--- config.mk ---
export PLATFORM = sky130hd
export DESIGN_NAME = systolic_feeder
export DESIGN_NICKNAME = d
export VERILOG_FILES = /design/src/rtl/systolic_feeder.sv
export SDC_FILE = /design/constraint.sdc
export NUM_CORES = 1
export LEC_CHECK = 0
export CAP_MARGIN = 20
export CORE_MARGIN = 8
export CORE_UTILIZATION = 51
export CTS_CLUSTER_SIZE = 30
export DETAILED_ROUTE_END_ITERATION = 8
export PLACE_DENSITY = 0.8
export SYNTH_ARGS = -nofsm -noshare
export SYNTH_HDL_FRONTEND = slang
export SYNTH_SLANG_ARGS = --single-unit
--- constraint.sdc ---
create_clock -name clk -period 3.95 [get_ports clk]
set_input_delay 0.79 -clock clk [delete_from_list [all_inputs] [get_ports clk]]
set_output_delay 0.79 -clock clk [all_outputs]
set_load 0.005 [all_outputs]
--- src/rtl/systolic_feeder.sv ---
// systolic_feeder: buffers an NxN activation block and streams it diagonally skewed into the array rows.
// Optional FEEDER_ZERO_PAD_EN: start accepted with a partial block, missing vectors streamed as valid zeros.
module systolic_feeder #(
  parameter int MATRIX_SIZE = 2,
  parameter int DATA_SIZE = 32,
  parameter int STEP_CYCLES = 4
) (
  input  logic                              clk,
  input  logic                              reset,
  input  logic                              general_enable,
  input  logic                              start,
  input  logic                              in_valid,
  output logic                              in_ready,
  input  logic [MATRIX_SIZE*DATA_SIZE-1:0]  in_data,
  output logic [$clog2(MATRIX_SIZE+1)-1:0]  fill,
  output logic                              busy,
  output logic [MATRIX_SIZE*DATA_SIZE-1:0]  a_data,
  output logic [MATRIX_SIZE-1:0]            a_valid,
  output logic                              done
);
  localparam int N = MATRIX_SIZE;
  localparam int FW = $clog2(N + 1);
  localparam int KW = $clog2(2 * N);
  localparam int CW = (STEP_CYCLES > 1) ? $clog2(STEP_CYCLES) : 1;
  typedef enum logic [1:0] {IDLE, FEED, DRAIN} state_t;
  state_t state_q, state_d;
  logic [FW-1:0] fill_q, fill_d;
  logic [KW-1:0] k_q, k_d, k_step;
  logic [CW-1:0] cnt_q, cnt_d;
  logic [N*DATA_SIZE-1:0] a_data_q, a_data_d;
  logic [N-1:0] a_valid_q, a_valid_d;
  logic done_q, done_d;
  logic [N*DATA_SIZE-1:0] mem_q [N];
  logic full, start_ok, push, wrap, running, start_acc, step, finish;
  assign full = fill_q == FW'(N);
`ifdef FEEDER_ZERO_PAD_EN
  assign start_ok = 1'b1;
`else
  assign start_ok = full;
`endif
  assign running = state_q != IDLE;
  assign in_ready = general_enable & ~reset & ~running & ~full & ~start;
  assign push = in_valid & in_ready;
  assign wrap = cnt_q == CW'(STEP_CYCLES - 1);
  assign start_acc = general_enable & ~running & start & start_ok;
  assign finish = general_enable & running & wrap & (k_q == KW'(2 * N - 2));
  assign step = start_acc | (general_enable & running & wrap & ~finish);
  assign k_step = start_acc ? '0 : k_q + KW'(1);
  // Lane i at step k shows slot k-i; slots at or beyond fill are zero-padded.
  always_comb begin
    state_d = state_q;
    fill_d = fill_q;
    k_d = k_q;
    cnt_d = cnt_q;
    a_data_d = a_data_q;
    a_valid_d = a_valid_q;
    done_d = general_enable ? 1'b0 : done_q;
    if (push) fill_d = fill_q + FW'(1);
    if (general_enable && running) cnt_d = wrap ? '0 : cnt_q + CW'(1);
    if (start_acc) cnt_d = '0;
    if (step) begin
      k_d = k_step;
      state_d = (k_step >= KW'(N - 1)) ? DRAIN : FEED;
      for (int i = 0; i < N; i++) begin
        a_valid_d[i] = 1'b0;
        a_data_d[i*DATA_SIZE +: DATA_SIZE] = '0;
        for (int s = 0; s < N; s++)
          if (int'(k_step) == s + i) begin
            a_valid_d[i] = 1'b1;
            a_data_d[i*DATA_SIZE +: DATA_SIZE] = (s < int'(fill_q)) ? mem_q[s][i*DATA_SIZE +: DATA_SIZE] : '0;
          end
      end
    end
    if (finish) begin
      state_d = IDLE;
      fill_d = '0;
      k_d = '0;
      a_data_d = '0;
      a_valid_d = '0;
      done_d = 1'b1;
    end
  end
  always_ff @(posedge clk) begin
    if (reset) begin
      state_q <= IDLE;
      fill_q <= '0;
      k_q <= '0;
      cnt_q <= '0;
      a_data_q <= '0;
      a_valid_q <= '0;
      done_q <= 1'b0;
    end else begin
      state_q <= state_d;
      fill_q <= fill_d;
      k_q <= k_d;
      cnt_q <= cnt_d;
      a_data_q <= a_data_d;
      a_valid_q <= a_valid_d;
      done_q <= done_d;
    end
  end
  always_ff @(posedge clk)
    for (int s = 0; s < N; s++)
      if (push && fill_q == FW'(s)) mem_q[s] <= in_data;
  assign fill = fill_q;
  assign busy = running;
  assign a_data = a_data_q;
  assign a_valid = a_valid_q;
  assign done = done_q;
endmodule

==> results of run 1 <==
[per-stage QoR]
stage	hold WS (ns)	util	setup WS, ns
6_report	0.494	0.681	0.356
3_5_place_dp	0.487	0.638	0.306
3_3_place_gp	0.481	0.638	0.397
4_1_cts	0.495	0.681	0.367
2_1_floorplan	0.460	-	0.362
5_1_grt	0.517	0.681	0.312
[worst paths after layout]
kind,startpoint,to,depth (start not counted)
worst max-delay path,general_enable,in_ready,4
worst max register to register,state_q[1],a_data[41],9
worst min-delay path,done,done,2
worst min register to register,done,done,2
[sequential cells by signal, indices dropped and copies added, names as in the netlist]
| signal | count |
|---|---|
| a_data | 64 |
| a_valid | 2 |
| cnt_q | 2 |
| done | 1 |
| fill | 2 |
| k_q | 2 |
| mem_q | 128 |
| state_q | 2 |
[power by group]
| part | leakage (nW) | total, mW | switching [mW] | internal (mW) |
|---|---|---|---|---|
| Clock | 0.290 | 1.73 | 0.749 | 0.983 |
| Sequential | 1.76 | 2.27 | 0.00474 | 2.27 |
| Combinational | 0.850 | 0.135 | 0.0582 | 0.0765 |
[tightest hold or removal path, stage by stage, from the launching register on]
cell and delay (ns):
dfxtp_1 0.32, nand2b_1 0.07, a21oi_1 0.06
[per-layer routing]
| metal | wire length [um] | up-vias | global-route usage |
|---|---|---|---|
| li1 | - | 2232 | - |
| met1 | 6350 | 2291 | 0.197 |
| met2 | 8930 | 157 | 0.332 |
| met3 | 1040 | 31 | 0.0379 |
| met4 | 433 | 0 | 0.0630 |
| met5 | 0 | - | 0 |
[layout make-up]
type	count	share of cell area
tap	180	0.0239
multi-input combinational	246	0.179
timing repair buffer	152	0.164
inverter	7	0.00279
clock inverter	7	0.00425
clock buffer	29	0.0590
sequential	203	0.568
[synth_stat cells (all sizes together), types with 3 or more instances]
library cell | number | area [um^2]
a32oi | 63 | 552
buf | 14 | 70.1
nor2 | 78 | 293
edfxtp | 128 | 3840
ha | 8 | 100
nor3 | 4 | 20.0
dfxtp | 75 | 1500
mux2i | 4 | 40.0
clkbuf | 26 | 97.6
a211oi | 66 | 495
inv | 6 | 22.5
and3 | 3 | 18.8
nand2b | 3 | 18.8
[logic make-up after synthesis]
logic type / after synthesis / share of synthesized area
compound gates: 136 / 0.152
xor+xnor: 2 / 0.00243
fa+ha+maj: 8 / 0.0139
buf+inv: 47 / 0.0269
flops: 203 / 0.743
mux: 4 / 0.00556
simple gates: 96 / 0.0563
==> impl_metrics.json, run 1 <==
{
  "outcome": "completed",
  "layout_common_cells": "clkdlybuf4s50_1 (139), edfxtp_1 (128), nor2_1 (75), dfxtp_1 (75), a211oi_1 (66)",
  "vias": 4711,
  "track_usage": 0.179,
  "ys_types": 28,
  "yosys_warnings": 0,
  "setup_tns_ns": 0,
  "final-max-slew-violation-count": 0,
  "avgSynthCellArea_um2": 14.5,
  "grt_pass1_vias": 4888,
  "drtPass1Iterations": 4,
  "ff2ff_setup_slack_ns": 1.20,
  "ys_async_sr_fraction": 0,
  "synthToLayoutAreaGrowth_pct": 30.8,
  "drc": 0,
  "path_common_cell": "clkdlybuf4s50_1",
  "cts_resized": 0,
  "synthCells": 496,
  "timing.final.crit_share": 0.910,
  "fmax_mhz": 278,
  "multiInputGateArea_mm2": 0.00168,
  "grt_pass1_wl_um": 25800,
  "cts-htree-levels": 1,
  "relSlewSlack": 0.339,
  "peakVddDrop_mv": 0.375,
  "dpl.hpwl_um": 10800,
  "finalPower_mw": 4.14,
  "cts_hold_buf": 0,
  "antenna_found_initial": 0,
  "grt_max_degree": 79,
  "final_hold_viol_count": 0,
  "cap_violations": 0,
  "final_common_cell": "clkdlybuf4s50_1",
  "cp_top_family": "buffers and inverters",
  "place_area_mm2": 0.00882,
  "numCtsBuffers": 21,
  "stdcell_count": 824,
  "worstPathMaxFanout": 5,
  "cts_setup_buffers": 0,
  "routed_wl_um": 16700,
  "p_leak_nw": 2.90,
  "cts_root_buffer": "clkbuf_16",
  "cts.sinks": 203,
  "end_kind": "output pin",
  "placementRows": 43,
  "wl_per_cell_um": 20.3,
  "dieWidth_um": 135,
  "syn_nets": 573,
  "die_area_mm2": 0.0182,
  "path_clk_slew_ns": 0.06,
  "start_kind": "primary input",
  "cpMaxStageDelayCell": "clkdlybuf4s50_1",
  "grt.overflow.total": 0,
  "crit_type": "primary input to output pin",
  "fillers": 972,
  "cts.path.max_buffers": 3,
  "cts_tree": "done",
  "tightest_slew_ns": 0.991,
  "portBuffers": 139,
  "ys.flop_type": "edfxtp_1",
  "synth_edf_count": 128,
  "path_cells": "clkdlybuf4s50_1 > or3b_1 > nor4_1 > clkdlybuf4s50_1",
  "synthesis.area_mm2": 0.00720,
  "worst_ep_arrival_time_ns": 2.80,
  "p_per_area_mw_per_mm2": 440,
  "gp_congestion": 0.732,
  "dieHeight_um": 135,
  "setup_violations": 0,
  "final-seq-area_mm2": 0.00535,
  "skew_ns": 0.00663,
  "ys_ff_latch": 203,
  "hold_path.class": "flop to flop",
  "critPathBufInv": 2,
  "grt_setup_unrepaired": "false",
  "viasPerCell": 5.72,
  "max_stage_delay_ns": 0.64,
  "num_antenna_cells": 0,
  "initial_core_util": 0.520,
  "stdcell_area_mm2": 0.00941,
  "ant_nets": 0,
  "core_area_mm2": 0.0138,
  "ios": 140,
  "insertion_delay_ns": 0.47,
  "final_nets": 708,
  "yosysSeqAreaShare": 0.743,
  "drive_above_1_share": 0.0776,
  "critPathRequiredTime_ns": 3.16,
  "dp.cells": 788,
  "drt_iter0_markers": 260,
  "layout_min_cycle_time_ns": 3.59
}
(Power assumes the default switching activity.)
==> run 2: changes to the inputs <==
--- a/config.mk
+++ b/config.mk
@@ -6,11 +6,11 @@
 export NUM_CORES = 1
 export LEC_CHECK = 0
 export CAP_MARGIN = 20
-export CORE_MARGIN = 8
+export CORE_MARGIN = 10
 export CORE_UTILIZATION = 51
 export CTS_CLUSTER_SIZE = 30
 export DETAILED_ROUTE_END_ITERATION = 8
-export PLACE_DENSITY = 0.8
+export PLACE_DENSITY = 0.79
 export SYNTH_ARGS = -nofsm -noshare
 export SYNTH_HDL_FRONTEND = slang
 export SYNTH_SLANG_ARGS = --single-unit
==> impl_metrics.json, run 2 (synthesis gave the netlist of run 1 again) <==
{
  "cap_violations": 0,
  "tightest_slew_ns": 0.998,
  "cts-htree-levels": 1,
  "cts.sinks": 203,
  "setup_tns_ns": 0,
  "worst_ep_arrival_time_ns": 2.75,
  "skew_ns": 0.00752,
  "layout_min_cycle_time_ns": 3.54,
  "rr_worst_depth": 9,
  "cts.path.max_buffers": 3,
  "end_kind": "output pin",
  "final_common_cell": "clkdlybuf4s50_1",
  "hold_start": "done",
  "grt_max_degree": 87,
  "portBuffers": 139,
  "drc": 0,
  "p_leak_nw": 2.91,
  "fillers": 959,
  "holdPathStages": 2,
  "grt_pass1_wl_um": 25900,
  "placementRows": 43,
  "grt_setup_unrepaired": "false",
  "final-seq-area_mm2": 0.00535,
  "dieHeight_um": 139,
  "layout_common_cells": "clkdlybuf4s50_1 (139), edfxtp_1 (128), nor2_1 (75), dfxtp_1 (75), a211oi_1 (66)",
  "outcome": "completed",
  "r2r-end": "a_data[35]",
  "cts_setup_buffers": 0,
  "grt.overflow.total": 0,
  "regMostFlops": "mem_q",
  "largest_reg_flops": 128,
  "p_per_area_mw_per_mm2": 446,
  "insertion_delay_ns": 0.47,
  "setup_violations": 0,
  "cts_hold_buf": 0,
  "worstPathMaxFanout": 5,
  "final_nets": 709,
  "cts_resized": 0,
  "final_hold_viol_count": 0,
  "drive_above_1_share": 0.0806,
  "crit_type": "primary input to output pin",
  "dpl.hpwl_um": 10700,
  "timing.final.crit_share": 0.897,
  "start_kind": "primary input",
  "worstHoldEndpoint": "done",
  "die_area_mm2": 0.0193,
  "ios": 140,
  "wl_per_cell_um": 19.9,
  "drtPass1Iterations": 4,
  "track_usage": 0.162,
  "numCtsBuffers": 20,
  "drt_iter0_markers": 297,
  "ff2ff_setup_slack_ns": 1.27,
  "core_area_mm2": 0.0138,
  "hold_path.class": "flop to flop",
  "dieWidth_um": 139,
  "peakVddDrop_mv": 0.430,
  "cts_root_buffer": "clkbuf_16",
  "initial_core_util": 0.520,
  "critPathRequiredTime_ns": 3.16,
  "antenna_found_initial": 1,
  "final-max-slew-violation-count": 0,
  "fmax_mhz": 282,
  "ant_nets": 0,
  "stdcell_area_mm2": 0.00943,
  "multiInputGateArea_mm2": 0.00168,
  "cts_tree": "done",
  "fin_util": 0.682,
  "viasPerCell": 5.62,
  "synthToLayoutAreaGrowth_pct": 31.0,
  "grt_pass1_vias": 4919,
  "path_clk_slew_ns": 0.06,
  "place_area_mm2": 0.00879,
  "routed_wl_um": 16400,
  "gp_congestion": 0.738,
  "vias": 4642,
  "timing.rr.start": "state_q[1]",
  "relSlewSlack": 0.335
}
[run 2: area by class of cell]
cell class              instances  area share
flip-flops and latches        203       0.567
multi-input cells             246       0.178
repair buffers                154       0.161
clock buffers                  30      0.0615
well taps                     180      0.0239
clock inverters                 5     0.00544
inverters                       7     0.00279
diodes                          1    0.000265
[run 2: how the worst max path moves through the flow]
| stage | from | to | cells past startpoint |
|---|---|---|---|
| 4_1_cts | general_enable | in_ready | 4 |
| 2_1_floorplan | general_enable | mem_q[0][100] | 3 |
| 6_report | general_enable | in_ready | 4 |
| 5_1_grt | general_enable | in_ready | 4 |
| 3_5_place_dp | general_enable | a_data[35] | 10 |
| 3_3_place_gp | general_enable | in_ready | 4 |
[run 2: power by group]
part,leakage [nW],internal [mW],switching [mW]
clock network,0.305,1.08,0.722
logic,0.849,0.0743,0.0573
registers,1.76,2.27,0.00450
[run 2: layer usage]
metal | part of all wire | up-vias | GRT usage
li1 | - | 2229 | -
met5 | 0 | - | 0
met3 | 0.052 | 23 | 0.0349
met1 | 0.40 | 2269 | 0.187
met4 | 0.016 | 0 | 0.0522
met2 | 0.53 | 121 | 0.289
[run 2: critical path, cell delays in order]
cell and delay (ns):
clkdlybuf4s50_1 0.51, or3b_1 0.48, nor4_1 0.36, clkdlybuf4s50_1 0.61
[run 2: metrics by stage]
| step | hold WS [ns] | cells | setup slack (ns) | power, mW |
|---|---|---|---|---|
| 6_report | 0.492 | 826 | 0.408 | 4.20 |
| 5_1_grt | 0.524 | 826 | 0.284 | 4.33 |
| 4_1_cts | 0.499 | 825 | 0.370 | 4.24 |
| 3_5_place_dp | 0.489 | 790 | 0.335 | 2.45 |
| 3_3_place_gp | 0.476 | 790 | 0.483 | 2.44 |
| 2_1_floorplan | 0.460 | 496 | 0.362 | 2.35 |
